==> config.mk <==
export PLATFORM = sky130hd
export DESIGN_NAME = ntt_agu_param
export DESIGN_NICKNAME = d
export VERILOG_FILES = /design/src/rtl/ntt_agu_param.sv
export SDC_FILE = /design/constraint.sdc
export NUM_CORES = 1
export LEC_CHECK = 0
export ABC_CLOCK_PERIOD_IN_PS = 4500
export CAP_MARGIN = 40
export CORE_MARGIN = 1.5
export CORE_UTILIZATION = 40
export DETAILED_ROUTE_END_ITERATION = 10
export GPL_ROUTABILITY_DRIVEN = 1
export PLACE_DENSITY_LB_ADDON = 0.2
export SLEW_MARGIN = 10
export SYNTH_ARGS = -nofsm -noshare
export SYNTH_HDL_FRONTEND = slang
export SYNTH_SLANG_ARGS = --single-unit
==> constraint.sdc <==
create_clock -name clk -period 4.5 [get_ports clk]
set_input_delay 0.9 -clock clk [delete_from_list [all_inputs] [get_ports clk]]
set_output_delay 0.9 -clock clk [all_outputs]
set_load 0.05 [all_outputs]
==> src/rtl/ntt_agu_param.sv <==
// Parametrised radix-2^RADIX_LOG NTT address generator: walks every stage of a
// 2^LOGN transform and emits one group of R butterfly indices per cycle through a valid/ready register.
module ntt_agu_param #(
  parameter int LOGN      = 12,
  parameter int RADIX_LOG = 4,
  localparam int STAGES   = LOGN / RADIX_LOG,
  localparam int SW       = (STAGES > 1) ? $clog2(STAGES) : 1,
  localparam int R        = 1 << RADIX_LOG
) (
  input  logic              clk,
  input  logic              rst,
  input  logic              start,
  input  logic              inverse,
  output logic              busy,
  output logic [R*LOGN-1:0] order,
  output logic              out_valid,
  input  logic              out_ready,
  output logic [SW-1:0]     out_stage,
  output logic              stage_last,
  output logic              xform_last,
  output logic              done
);

  localparam logic [LOGN-1:0] ONES       = {LOGN{1'b1}};
  localparam logic [LOGN-1:0] DMASK      = ONES >> (LOGN - RADIX_LOG);
  localparam logic [LOGN-1:0] ONE_N      = LOGN'(1);
  localparam logic [SW-1:0]   ONE_S      = SW'(1);
  localparam logic [SW-1:0]   LAST_STAGE = SW'(STAGES - 1);

  typedef enum logic [1:0] {IDLE, RUN, DRAIN} state_t;

  state_t          state;
  logic            inv;
  logic [LOGN-1:0] i;
  logic [LOGN-1:0] j;
  logic [SW-1:0]   l;

  int              sh_lo;
  int              sh_hi;
  logic [LOGN-1:0] imax;
  logic [LOGN-1:0] jmax;
  logic [LOGN-1:0] base;
  logic [R*LOGN-1:0] lanes;
  logic [SW-1:0]   last_l;
  logic            end_stage;
  logic            end_xform;
  logic            load;

  // Radix-R digit reversal of the low nd digits of v.
  function automatic logic [LOGN-1:0] digit_rev(input logic [LOGN-1:0] v, input int nd);
    logic [LOGN-1:0] r;
    r = '0;
    for (int d = 0; d < STAGES; d++) begin
      if (d < nd) begin
        r = r | (((v >> (RADIX_LOG * d)) & DMASK) << (RADIX_LOG * (nd - 1 - d)));
      end else begin
        r = r;
      end
    end
    return r;
  endfunction

  // Loop bounds for the current stage and the lane indices of the pending group.
  // The three index terms occupy disjoint bit ranges, so OR stands in for addition.
  always_comb begin
    sh_lo = RADIX_LOG * int'(l);
    sh_hi = sh_lo + RADIX_LOG;
    imax  = ONES >> sh_hi;
    jmax  = ~(ONES << sh_lo);
    base  = (digit_rev(j, int'(l)) << (LOGN - sh_lo)) | i;
    lanes = '0;
    for (int m = 0; m < R; m++) begin
      lanes[m*LOGN +: LOGN] = base | (LOGN'(m) << (LOGN - sh_hi));
    end
    if (inv) begin
      last_l = '0;
    end else begin
      last_l = LAST_STAGE;
    end
    end_stage = (i == imax) && (j == jmax);
    end_xform = end_stage && (l == last_l);
    load      = !out_valid || out_ready;
  end

  // Control FSM, stage/group counters and the output register.
  always_ff @(posedge clk or posedge rst) begin
    if (rst) begin
      state      <= IDLE;
      inv        <= 1'b0;
      i          <= '0;
      j          <= '0;
      l          <= '0;
      busy       <= 1'b0;
      out_valid  <= 1'b0;
      order      <= '0;
      out_stage  <= '0;
      stage_last <= 1'b0;
      xform_last <= 1'b0;
      done       <= 1'b0;
    end else begin
      done <= 1'b0;
      case (state)
        IDLE: begin
          if (start) begin
            inv   <= inverse;
            i     <= '0;
            j     <= '0;
            l     <= inverse ? LAST_STAGE : '0;
            busy  <= 1'b1;
            state <= RUN;
          end
        end
        RUN: begin
          if (load) begin
            order      <= lanes;
            out_stage  <= l;
            stage_last <= end_stage;
            xform_last <= end_xform;
            out_valid  <= 1'b1;
            if (end_xform) begin
              state <= DRAIN;
            end else if (end_stage) begin
              i <= '0;
              j <= '0;
              l <= inv ? (l - ONE_S) : (l + ONE_S);
            end else if (i == imax) begin
              i <= '0;
              j <= j + ONE_N;
            end else begin
              i <= i + ONE_N;
            end
          end
        end
        DRAIN: begin
          if (out_valid && out_ready) begin
            out_valid <= 1'b0;
            busy      <= 1'b0;
            done      <= 1'b1;
            state     <= IDLE;
          end
        end
        default: begin
          state <= IDLE;
        end
      endcase
    end
  end

endmodule

-- Yosys cells after proc, flatten, opt, wreduce, memory -nomap -nowiden
Cells that the tools add are included.
- output and inout port bits: 199
- bits of input ports: 5
- flip-flop bits (word level): 228
- memories kept: 0
- memory bits (writable): 0
- ROM bits: 0
- bits in latches: 0
- word-level logic and storage cells: 130
- shifts and indexed selects: 22
- multiplexer cells: 34
- equality and inequality tests: 12
- bitwise operators: 20
- $mul: 0
- magnitude comparators: 3
- divide/modulo/power cells: 0
- $add $sub $neg: 10
- reduce and logical (&&, ||, !) cells: 17
- operators with widths (operator ; number):
    << shifter 4 x 32 -> 12 bit, first input constant ; 8
    bitwise OR 12 bit ; 19
    2-to-1 mux 12 bit ; 12
    << shifter 3 x 32 -> 12 bit, first input constant ; 4
    << shifter 4 x 32 -> 12 bit ; 3
    << shifter 1 x 32 -> 12 bit, first input constant ; 2
    << shifter 2 x 32 -> 12 bit, first input constant ; 2
    case mux 12 bit (2 select lines) ; 2
    << shifter 12 x 32 -> 12 bit ; 1
    adder 12 x 1 -> 12 bit, second input constant ; 2
    == test 12 bit ; 2
    2-to-1 mux 2 bit ; 11
    inequality test 2 bit, second input constant ; 6
    NOT 12 bit ; 1
    << shifter 12 x 4 -> 12 bit, first input constant ; 1
    right shift 12 x 5 -> 12 bit, first input constant ; 1
    AND reduction 5 bit ; 2
    AND reduction 4 bit ; 2
    case mux 2 bit (3 select lines) ; 1
    AND reduction 3 bit ; 2
    nonzero test 2 bit ; 3
    subtractor 4 x 5 -> 6 bit, first input constant ; 1
    adder 4 x 3 -> 5 bit, second input constant ; 1
    2-to-1 mux 1 bit ; 5
    other kinds (19) ; 24

-- Depth between registers and ports, before layout
Gate-level depths: netlist of run 1.
- depth after elaboration: 10
- gate-level depth with buffers: 11
- gate-level depth less buffers: 10

-- Worst setup path after synthesis of run 1
No wires, ideal clock.
- kind: register -> register
- start point: register l[0]
- end point: register j[3]
- cell stages (with the launch flop): 12
- library setup time: 0.096 ns
- required time: 4.404 ns
- path buffers: 2
- path slack: 1.072 ns
- period minus slack after synthesis: 3.428 ns
- arrival time: 3.333 ns
- cells stage by stage: dfrtp_1 -> clkbuf_1 -> clkinv_1 -> ha_1 -> inv_1 -> ha_1 -> nor4_2 -> nand4_1 -> a31oi_1 -> clkbuf_1 -> a22oi_1 -> o31ai_1
- longest elaborated chain between the ends: 8
- elaborated cells between the ends (all ways): 16
- those cells by class: add/sub (1); eq/ne (5); shift (2); mux (4); bitwise (1); reduce/logical (3)
- RTL lines (element ; RTL line ; RTL):
    start, declared ; 36 ; logic [SW-1:0] l;
    start signal, assigned ; 108 ; l <= inverse ? LAST_STAGE : '0;
    start signal, assigned ; 125 ; l <= inv ? (l - ONE_S) : (l + ONE_S);
    adder 4 x 3 -> 5 bit / << shifter 12 x 4 -> 12 bit (equally long branches) ; 67, 69 ;
    right shift 12 x 5 -> 12 bit / NOT 12 bit (equally long branches) ; 68, 69 ;
    == test 12 bit (on tied branches) ; 80, 126 ;
    logical AND 1 bit ; 80 ; end_stage = (i == imax) && (j == jmax);
    2-to-1 mux 12 bit ; 122 ; end else if (end_stage) begin
    2-to-1 mux 12 bit ; 120 ; if (end_xform) begin
    2-to-1 mux 12 bit ; 114 ; if (load) begin
    case mux 12 bit (2 select lines) ; 102 ; case (state)
    end signal, assigned ; 128 ; j <= j + ONE_N;
    end, declared ; 35 ; logic [LOGN-1:0] j;
Parallel ways exist; a longest one is shown, timed or not. The select of a mux whose other input is x is not followed.
A chain may end at the register's enable or synchronous reset.

-- Worst setup path in the final report of run 1
- start point: register l[0]
- end point: register l[1]
- longest elaborated chain between the ends: 7
- elaborated cells between the ends (all ways): 19
- those cells by class: add/sub (3); eq/ne (5); shift (2); mux (5); bitwise (1); reduce/logical (3)
- RTL lines (element ; RTL line ; RTL):
    adder 4 x 3 -> 5 bit / << shifter 12 x 4 -> 12 bit (equally long branches) ; 67, 69 ;
    right shift 12 x 5 -> 12 bit / NOT 12 bit (equally long branches) ; 68, 69 ;
    == test 12 bit ; 80 ;
    logical AND 1 bit ; 80 ;
    logical AND 1 bit ; 81 ; end_xform = end_stage && (l == last_l);
    inequality test 2 bit (no source line) ; -- ;
    AND reduction 5 bit (no source line) ; -- ;
Parallel ways exist; a longest one is shown, timed or not. The select of a mux whose other input is x is not followed.

==> results.json, run 1 <==
{
  "status": "finished clean",
  "rows": 38,
  "gp_congestion": 0.9041,
  "netlist_instances": 534,
  "synth_seq_cells": 60,
  "cp.required_ns": 4.70,
  "initial_utilization_pct": 41.59,
  "critPathKind": "reg -> reg",
  "drive_gt1_share_pct": 6.771,
  "routedWlPerCell_um": 16.57,
  "syn-num-nets": 550,
  "post_cts_buffers": 0,
  "critPathMaxFanout": 14,
  "setup_tns_ns": 0,
  "antenna_found_initial": 0,
  "via_count": 3655,
  "synth_cell_types": 56,
  "via_per_inst": 5.105,
  "grt_start_max_net_pins": 28,
  "setup_violations": 0,
  "worstSkewPairLatency_ns": 0.33,
  "dieArea_sq_um": 12120,
  "holdCritPathClass": "reg -> reg",
  "grt_usage_pct": 19.06,
  "grt_pass1_wl_mm": 17.85,
  "synth-simple-area-share_pct": 16.83,
  "grt.overflow.total": 0,
  "htree_levels": 3,
  "numCtsBuffers": 9,
  "muxShareOfSynthArea_pct": 1.582,
  "postRouteWirelength_mm": 11.87,
  "start_kind": "flip-flop",
  "syn_area_per_cell_sq_um": 8.592,
  "drt_iter0_drc": 170,
  "synthDominantCellAreaShare_pct": 32.72,
  "skew_ns": 0.008806,
  "cts_tree": "built",
  "yosysTopAreaCell": "dfrtp_1",
  "synth_compound_area_share_pct": 15.38,
  "grt_pass1_vias": 3298,
  "rsz0062_at_grt": "no",
  "worst_pin_slew_ns": 0.7825,
  "die_x_um": 110.1,
  "yosys.area_share.xor_xnor_pct": 0.9545,
  "synth_fa_ha_area_share_pct": 3.000,
  "drc_errors": 0,
  "synth.most_common_cell": "buf_4",
  "clock_tree.buffer_depth": 2,
  "yosysSeqAreaShare_pct": 32.72,
  "core-area_sq_um": 11030,
  "finalCriticalPeriod_ns": 3.750,
  "fmax_mhz": 266.7,
  "drv_cap": 0,
  "hold_buffers": 0,
  "yosys_warnings": 0,
  "slew-limit-headroom_pct": 47.28,
  "cts_sinks": 60,
  "num_io_pins": 204,
  "synth-edff-count": 0,
  "cts-root-buf": "clkbuf_16",
  "synth_top_family_by_area": "buffers and inverters",
  "portBuffers": 203,
  "synth_area_sq_um": 4588,
  "area_delta_synth_final_pct": 27.19,
  "synth_flop_cell": "dfrtp_1",
  "cp.arrival_ns": 3.95,
  "path_clk_slew_ns": 0.05,
  "antenna_cells": 0,
  "place_hpwl_mm": 8.976,
  "fin_nets": 587,
  "async_flop_share_pct": 100.0,
  "dr.pass1.iters": 4,
  "finalHoldViolCount": 0,
  "synth_area_leaders": "dfrtp_1, buf_4, a21oi_1, nand2_1, ha_1",
  "crit_path_end_kind": "flip-flop",
  "slew_viol_final": 0,
  "ant_nets": 0,
  "synth.top_cells.by_count": "buf_4, dfrtp_1, nand2_1",
  "ctsResizeCount": 0,
  "dieHeight_um": 110.1,
  "final.period_utilization_pct": 83.34
}
final timing paths:
kind / slack (ns) / end / startpoint / depth (start not counted)
worst max-delay path: 0.75 / l[1] / l[0] / 9
min in group asynchronous: 0.93 / order[142] / rst / 2
worst min register to register: 0.48 / out_stage[1] / out_stage[1] / 2
worst max register to register: 0.75 / l[1] / l[0] / 9
worst min-delay path: 0.48 / out_stage[1] / out_stage[1] / 2
max in group asynchronous: 2.98 / xform_last / rst / 3
sequential cells by signal (all words and copies together), names as in the netlist:
signal	cells
inv	1
busy	1
out_valid	1
done	1
out_stage	2
state	2
order	24
j	12
xform_last	1
l	2
i	12
stage_last	1
per-layer routing:
layer / GRT usage (%) / wire length (um) / up-vias
li1: - / - / 1748
met1: 24.52 / 5046 / 1763
met2: 32.74 / 6049 / 127
met3: 3.233 / 601 / 17
met4: 5.861 / 168 / 0
met5: 0 / 0 / -
cells in the final DEF, fill, tap and decap left out, types with 5 or more instances in the layout:
| cell | instances |
|---|---|
| clkdlybuf4s50_1 | 203 |
| dfrtp_1 | 60 |
| nand2_1 | 39 |
| a21oi_1 | 37 |
| nor2_1 | 35 |
| o21ai_0 | 27 |
| o21ai_1 | 14 |
| nand3_1 | 13 |
| ha_1 | 11 |
| clkbuf_16 | 9 |
| nand4_1 | 8 |
| inv_1 | 7 |
| and3_1 | 6 |
| nand2b_1 | 5 |
| nor2b_1 | 5 |
| a22oi_1 | 5 |
| nand4b_1 | 5 |
| mux2i_1 | 5 |
| buf_4 | 5 |
metrics by stage:
step	hold WS [ns]	setup slack, ns	instance area (sq um)	util, %	std cells
CTS	0.4853	0.7373	5836	52.90	716
global route	0.5119	0.3944	5836	52.90	716
detailed placement	0.4691	0.7560	5532	50.15	700
finish	0.4832	0.7498	5836	52.90	716
floorplan	0.4617	1.072	4588	-	534
global placement	0.4675	0.9103	5512	49.97	699
critical path: stages, from the launching register on:
cell and delay (ns):
dfrtp_1 0.68, clkinv_1 0.37, ha_1 0.44, inv_1 0.25, ha_1 0.29, nor4_2 0.47
nand4_1 0.36, o31ai_4 0.52, a21oi_2 0.10, mux2i_1 0.14
cell type report:
cell class	instances	area [sq um]
multi-input cells	282	1732
repair buffers	209	2090
fillers	1006	5195
well taps	140	175.2
flip-flops and latches	60	1501
clock inverters	4	47.55
clock buffers	12	256.5
inverters	9	33.78
logic make-up after synthesis:
family | after synthesis
fa+ha+maj | 11
flops | 60
simple gates | 146
compound gates | 113
xor+xnor | 5
mux | 7
buf+inv | 192
Power of run 1 is not shown: default switching activity piles up to over one toggle a cycle in this logic, so the estimate is an artifact.
==> run 2: changes to the inputs <==
--- a/config.mk
+++ b/config.mk
@@ -5,7 +5,7 @@
 export SDC_FILE = /design/constraint.sdc
 export NUM_CORES = 1
 export LEC_CHECK = 0
-export ABC_CLOCK_PERIOD_IN_PS = 4500
+export ABC_CLOCK_PERIOD_IN_PS = 3800
 export CAP_MARGIN = 40
 export CORE_MARGIN = 1.5
 export CORE_UTILIZATION = 40
==> constraint.sdc (replaced) <==
create_clock -name clk -period 3.8 [get_ports clk]
set_input_delay 0.76 -clock clk [delete_from_list [all_inputs] [get_ports clk]]
set_output_delay 0.76 -clock clk [all_outputs]
set_load 0.05 [all_outputs]
==> run 2 against run 1 <==
Setup slack got worse by 0.20 ns. Routed wire length increased by 0.49%. Clock skew decreased by 0.0038 ns. Sequential share of layout area about the same. Die area unchanged. Core utilization increased by 0.079 points. Count of clock-buffer cells in the layout decreased by 1.
==> results.json, run 2 (synthesis results as in run 1) <==
{
  "grt_pass1_wl_mm": 17.62,
  "drt_iter0_drc": 192,
  "finalCriticalPeriod_ns": 3.250,
  "num_io_pins": 204,
  "ant_nets": 0,
  "cp.required_ns": 4.00,
  "hold_buffers": 0,
  "setup_ws_ns": 0.5502,
  "slew_viol_final": 0,
  "postRouteWirelength_mm": 11.92,
  "skew_ns": 0.005046,
  "portBuffers": 203,
  "setup_tns_ns": 0,
  "route.met2.wl_mm": 5.980,
  "dieArea_sq_um": 12120,
  "worstSkewPairLatency_ns": 0.33,
  "grt_usage_pct": 19.09,
  "area_delta_synth_final_pct": 27.38,
  "path_clk_slew_ns": 0.05,
  "placed_area_sq_um": 5519,
  "cts_tree": "built",
  "setup_violations": 0,
  "fin_util_pct": 52.98,
  "critPathKind": "reg -> reg",
  "worst_pin_slew_ns": 0.7713,
  "critPathMaxFanout": 13,
  "nFillCells": 997,
  "routedWlPerCell_um": 16.68,
  "numCtsBuffers": 9,
  "die_x_um": 110.1,
  "cts-root-buf": "clkbuf_16",
  "fin_nets": 587,
  "wl_met1_mm": 4.981,
  "pre_cts_ws_ns": 0.6296,
  "finalHoldViolCount": 0,
  "crit_buf_inv": 2,
  "via_count": 3716,
  "dr.pass1.iters": 5,
  "grt.overflow.total": 0,
  "start_kind": "flip-flop",
  "rsz0062_at_grt": "no",
  "cts_sinks": 60,
  "drc_errors": 0,
  "antenna_cells": 0,
  "drv_cap": 0,
  "core-area_sq_um": 11030,
  "slowest_delay_ns": 0.46,
  "place_hpwl_mm": 8.819,
  "final.period_utilization_pct": 85.52,
  "post_cts_buffers": 0,
  "status": "finished clean",
  "grt_pass1_vias": 3235,
  "antenna_found_initial": 0,
  "dr_wl_met3_um": 821,
  "largestRegisters": "order: 24 flops, i: 12 flops, j: 12 flops",
  "critical_path.top_delay_family": "simple AND/OR/NAND/NOR gates",
  "ctsResizeCount": 0,
  "drive_gt1_share_pct": 6.783,
  "grt_start_max_net_pins": 61,
  "holdCritPathClass": "reg -> reg",
  "crit_path_end_kind": "flip-flop",
  "cp_cell_sequence": "inv_1, ha_1, inv_1, ha_1, nor4_2, nand4_1, a31o_2, a41oi_1, a21oi_1",
  "initial_utilization_pct": 41.59,
  "top_layer": "met4",
  "final_cell_mix": "clkdlybuf4s50_1, dfrtp_1, nand2_1, a21oi_1, nor2_1",
  "slew-limit-headroom_pct": 48.46,
  "cp.arrival_ns": 3.45,
  "largest_reg_flops": 24,
  "gp_congestion": 0.8622,
  "dieHeight_um": 110.1,
  "stdcell_area_sq_um": 5844,
  "regMostFlops": "order",
  "via_per_inst": 5.197,
  "rows": 38,
  "worst_path_max_delay_cell": "ha_1",
  "fmax_mhz": 307.7,
  "clock_tree.buffer_depth": 2,
  "mostFrequentLayoutCell": "clkdlybuf4s50_1",
  "htree_levels": 3
}
## run 2: changes by cell type in the layout (fill, tap and decap cells not counted), sizes merged
cell    change
bufinv      +1
clkbuf      -1
clkinv      -1
## run 2: worst paths after layout
path / startpoint / to / slack [ns] / cells past startpoint
setup / recovery: l[1] / j[11] / 0.55 / 9
hold / removal: xform_last / xform_last / 0.48 / 2
setup reg to reg: l[1] / j[11] / 0.55 / 9
hold reg to reg: xform_last / xform_last / 0.48 / 2
max in group asynchronous: rst / order[138] / 2.29 / 3
min in group asynchronous: rst / order[95] / 0.96 / 3
## run 2: per-layer routing
layer	vias to the layer above	track usage (%)
met2	177	32.70
met5	-	0
li1	1741	-
met3	10	5.115
met1	1788	23.59
met4	0	5.495
## run 2: cell type report
cell class                 count  area, sq um  area share, %
clock buffer                  11        252.7          4.325
inverter                       9        33.78         0.5780
sequential                    60         1501          25.69
clock inverter                 4        72.57          1.242
multi-input combinational    282         1732          29.63
tap                          140        175.2          2.997
timing repair buffer         209         2077          35.54
## run 2: stage by stage
stage | cells | hold slack [ns]
2_1_floorplan | 534 | 0.4617
3_3_place_gp | 700 | 0.4705
3_5_place_dp | 700 | 0.4672
4_1_cts | 715 | 0.4849
5_1_grt | 715 | 0.5047
6_report | 715 | 0.4778
## run 2: tightest hold or removal path: stages (launching register included)
cell,delay [ns]
dfrtp_1,0.34
nand2_1,0.05
nand2_1,0.05
Power of run 2 is left out for the same reason.
==> run 3: changes to the inputs <==
--- a/config.mk
+++ b/config.mk
@@ -11,7 +11,7 @@
 export CORE_UTILIZATION = 40
 export DETAILED_ROUTE_END_ITERATION = 10
 export GPL_ROUTABILITY_DRIVEN = 1
-export PLACE_DENSITY_LB_ADDON = 0.2
+export PLACE_DENSITY = 0.84
 export SLEW_MARGIN = 10
 export SYNTH_ARGS = -nofsm -noshare
 export SYNTH_HDL_FRONTEND = slang
==> run 3 against run 2 <==
Final cell count grew 0.14%. Largest cell class unchanged. Setup slack lost 0.0061 ns. First-iteration DRC count grew 69%. Critical endpoint is now j[10].
==> results.json, run 3 (synthesis results as in run 1) <==
{
  "status": "finished clean",
  "gp_congestion": 0.9018,
  "rrSetupSlack_ns": 0.54,
  "regMostFlops": "order",
  "final.period_utilization_pct": 85.68,
  "setup_tns_ns": 0,
  "rsz0062_at_grt": "no",
  "via_count": 3768,
  "path_clk_slew_ns": 0.05,
  "antenna_found_initial": 0,
  "num_io_pins": 204,
  "cp.arrival_ns": 3.47,
  "ctsResizeCount": 0,
  "core-area_sq_um": 11030,
  "start_kind": "flip-flop",
  "dieHeight_um": 110.1,
  "htree_levels": 3,
  "grt_pass1_vias": 3330,
  "skew_ns": 0.007255,
  "initial_utilization_pct": 41.59,
  "grt.overflow.total": 0,
  "placed_area_sq_um": 5519,
  "via_per_inst": 5.263,
  "worst_hold_slack_ns": 0.4863,
  "fmax_mhz": 307.1,
  "stdcell_area_sq_um": 5797,
  "cts_sinks": 60,
  "clock_tree.buffer_depth": 2,
  "antenna_cells": 0,
  "area_delta_synth_final_pct": 26.34,
  "ant_nets": 0,
  "holdCritPathClass": "reg -> reg",
  "rows": 38,
  "numCtsBuffers": 9,
  "final_cell_mix": "clkdlybuf4s50_1, dfrtp_1, nand2_1, a21oi_1, nor2_1",
  "cts_tree": "built",
  "nFillCells": 977,
  "critPathMaxFanout": 13,
  "cts-root-buf": "clkbuf_16",
  "dieArea_sq_um": 12120,
  "dr.pass1.iters": 5,
  "finalCriticalPeriod_ns": 3.256,
  "critPathKind": "reg -> reg",
  "slew-limit-headroom_pct": 48.99,
  "fin_nets": 587,
  "grt_start_max_net_pins": 40,
  "mostFrequentLayoutCell": "clkdlybuf4s50_1",
  "grt_pass1_wl_mm": 18.05,
  "setup_ws_ns": 0.5441,
  "post_cts_buffers": 0,
  "cp.required_ns": 4.02,
  "hold_buffers": 0,
  "drv_cap": 0,
  "drc_errors": 0,
  "crit_path_end_kind": "flip-flop",
  "portBuffers": 203,
  "die_x_um": 110.1,
  "slew_viol_final": 0,
  "worstSkewPairLatency_ns": 0.33,
  "routedWlPerCell_um": 16.68,
  "place_hpwl_mm": 8.827,
  "largestRegisters": "order: 24 flops, i: 12 flops, j: 12 flops",
  "finalHoldViolCount": 0,
  "largest_reg_flops": 24,
  "postRouteWirelength_mm": 11.94,
  "setup_violations": 0,
  "pre_cts_ws_ns": 0.6404,
  "grt_usage_pct": 19.52,
  "drt_iter0_drc": 324,
  "worst_pin_slew_ns": 0.7652,
  "drive_gt1_share_pct": 6.944
}
-- run 3: through the flow --
step / utilization (%) / cells
6_report: 52.55 / 716
5_1_grt: 52.55 / 716
4_1_cts: 52.55 / 716
3_5_place_dp: 50.03 / 700
3_3_place_gp: 50.03 / 700
2_1_floorplan: - / 534
-- run 3: cell type report --
cell class | count | area (sq um) | share of cell area (%)
sequential | 60 | 1501 | 25.90
tap | 140 | 175.2 | 3.022
clock inverter | 7 | 52.55 | 0.9065
timing repair buffer | 209 | 2077 | 35.83
clock buffer | 9 | 225.2 | 3.885
inverter | 9 | 33.78 | 0.5828
multi-input combinational | 282 | 1732 | 29.87
-- run 3: worst paths after layout --
check                              to  cells after the start        from
max                             j[10]                      9        l[0]
min reg2reg                xform_last                      2  xform_last
max reg2reg                     j[10]                      9        l[0]
min in group asynchronous  order[190]                      2         rst
min                        xform_last                      2  xform_last
max in group asynchronous  order[138]                      3         rst
-- run 3: worst max-delay path, stage by stage (launching register included) --
cell	delay, ns
dfrtp_1	0.38
clkinv_1	0.16
ha_1	0.43
inv_1	0.24
ha_1	0.35
nor4_2	0.07
and3_1	0.25
a21oi_1	0.65
nand2_2	0.25
o41ai_2	0.37
-- run 3: per-layer routing --
| metal | routed length, um | up-vias | GRT usage [%] |
|---|---|---|---|
| met2 | 5971 | 205 | 32.17 |
| li1 | - | 1756 | - |
| met1 | 4858 | 1785 | 25.83 |
| met5 | 0 | - | 0 |
| met4 | 206 | 0 | 6.319 |
| met3 | 904 | 22 | 3.762 |
Power of run 3 is left out for the same reason.
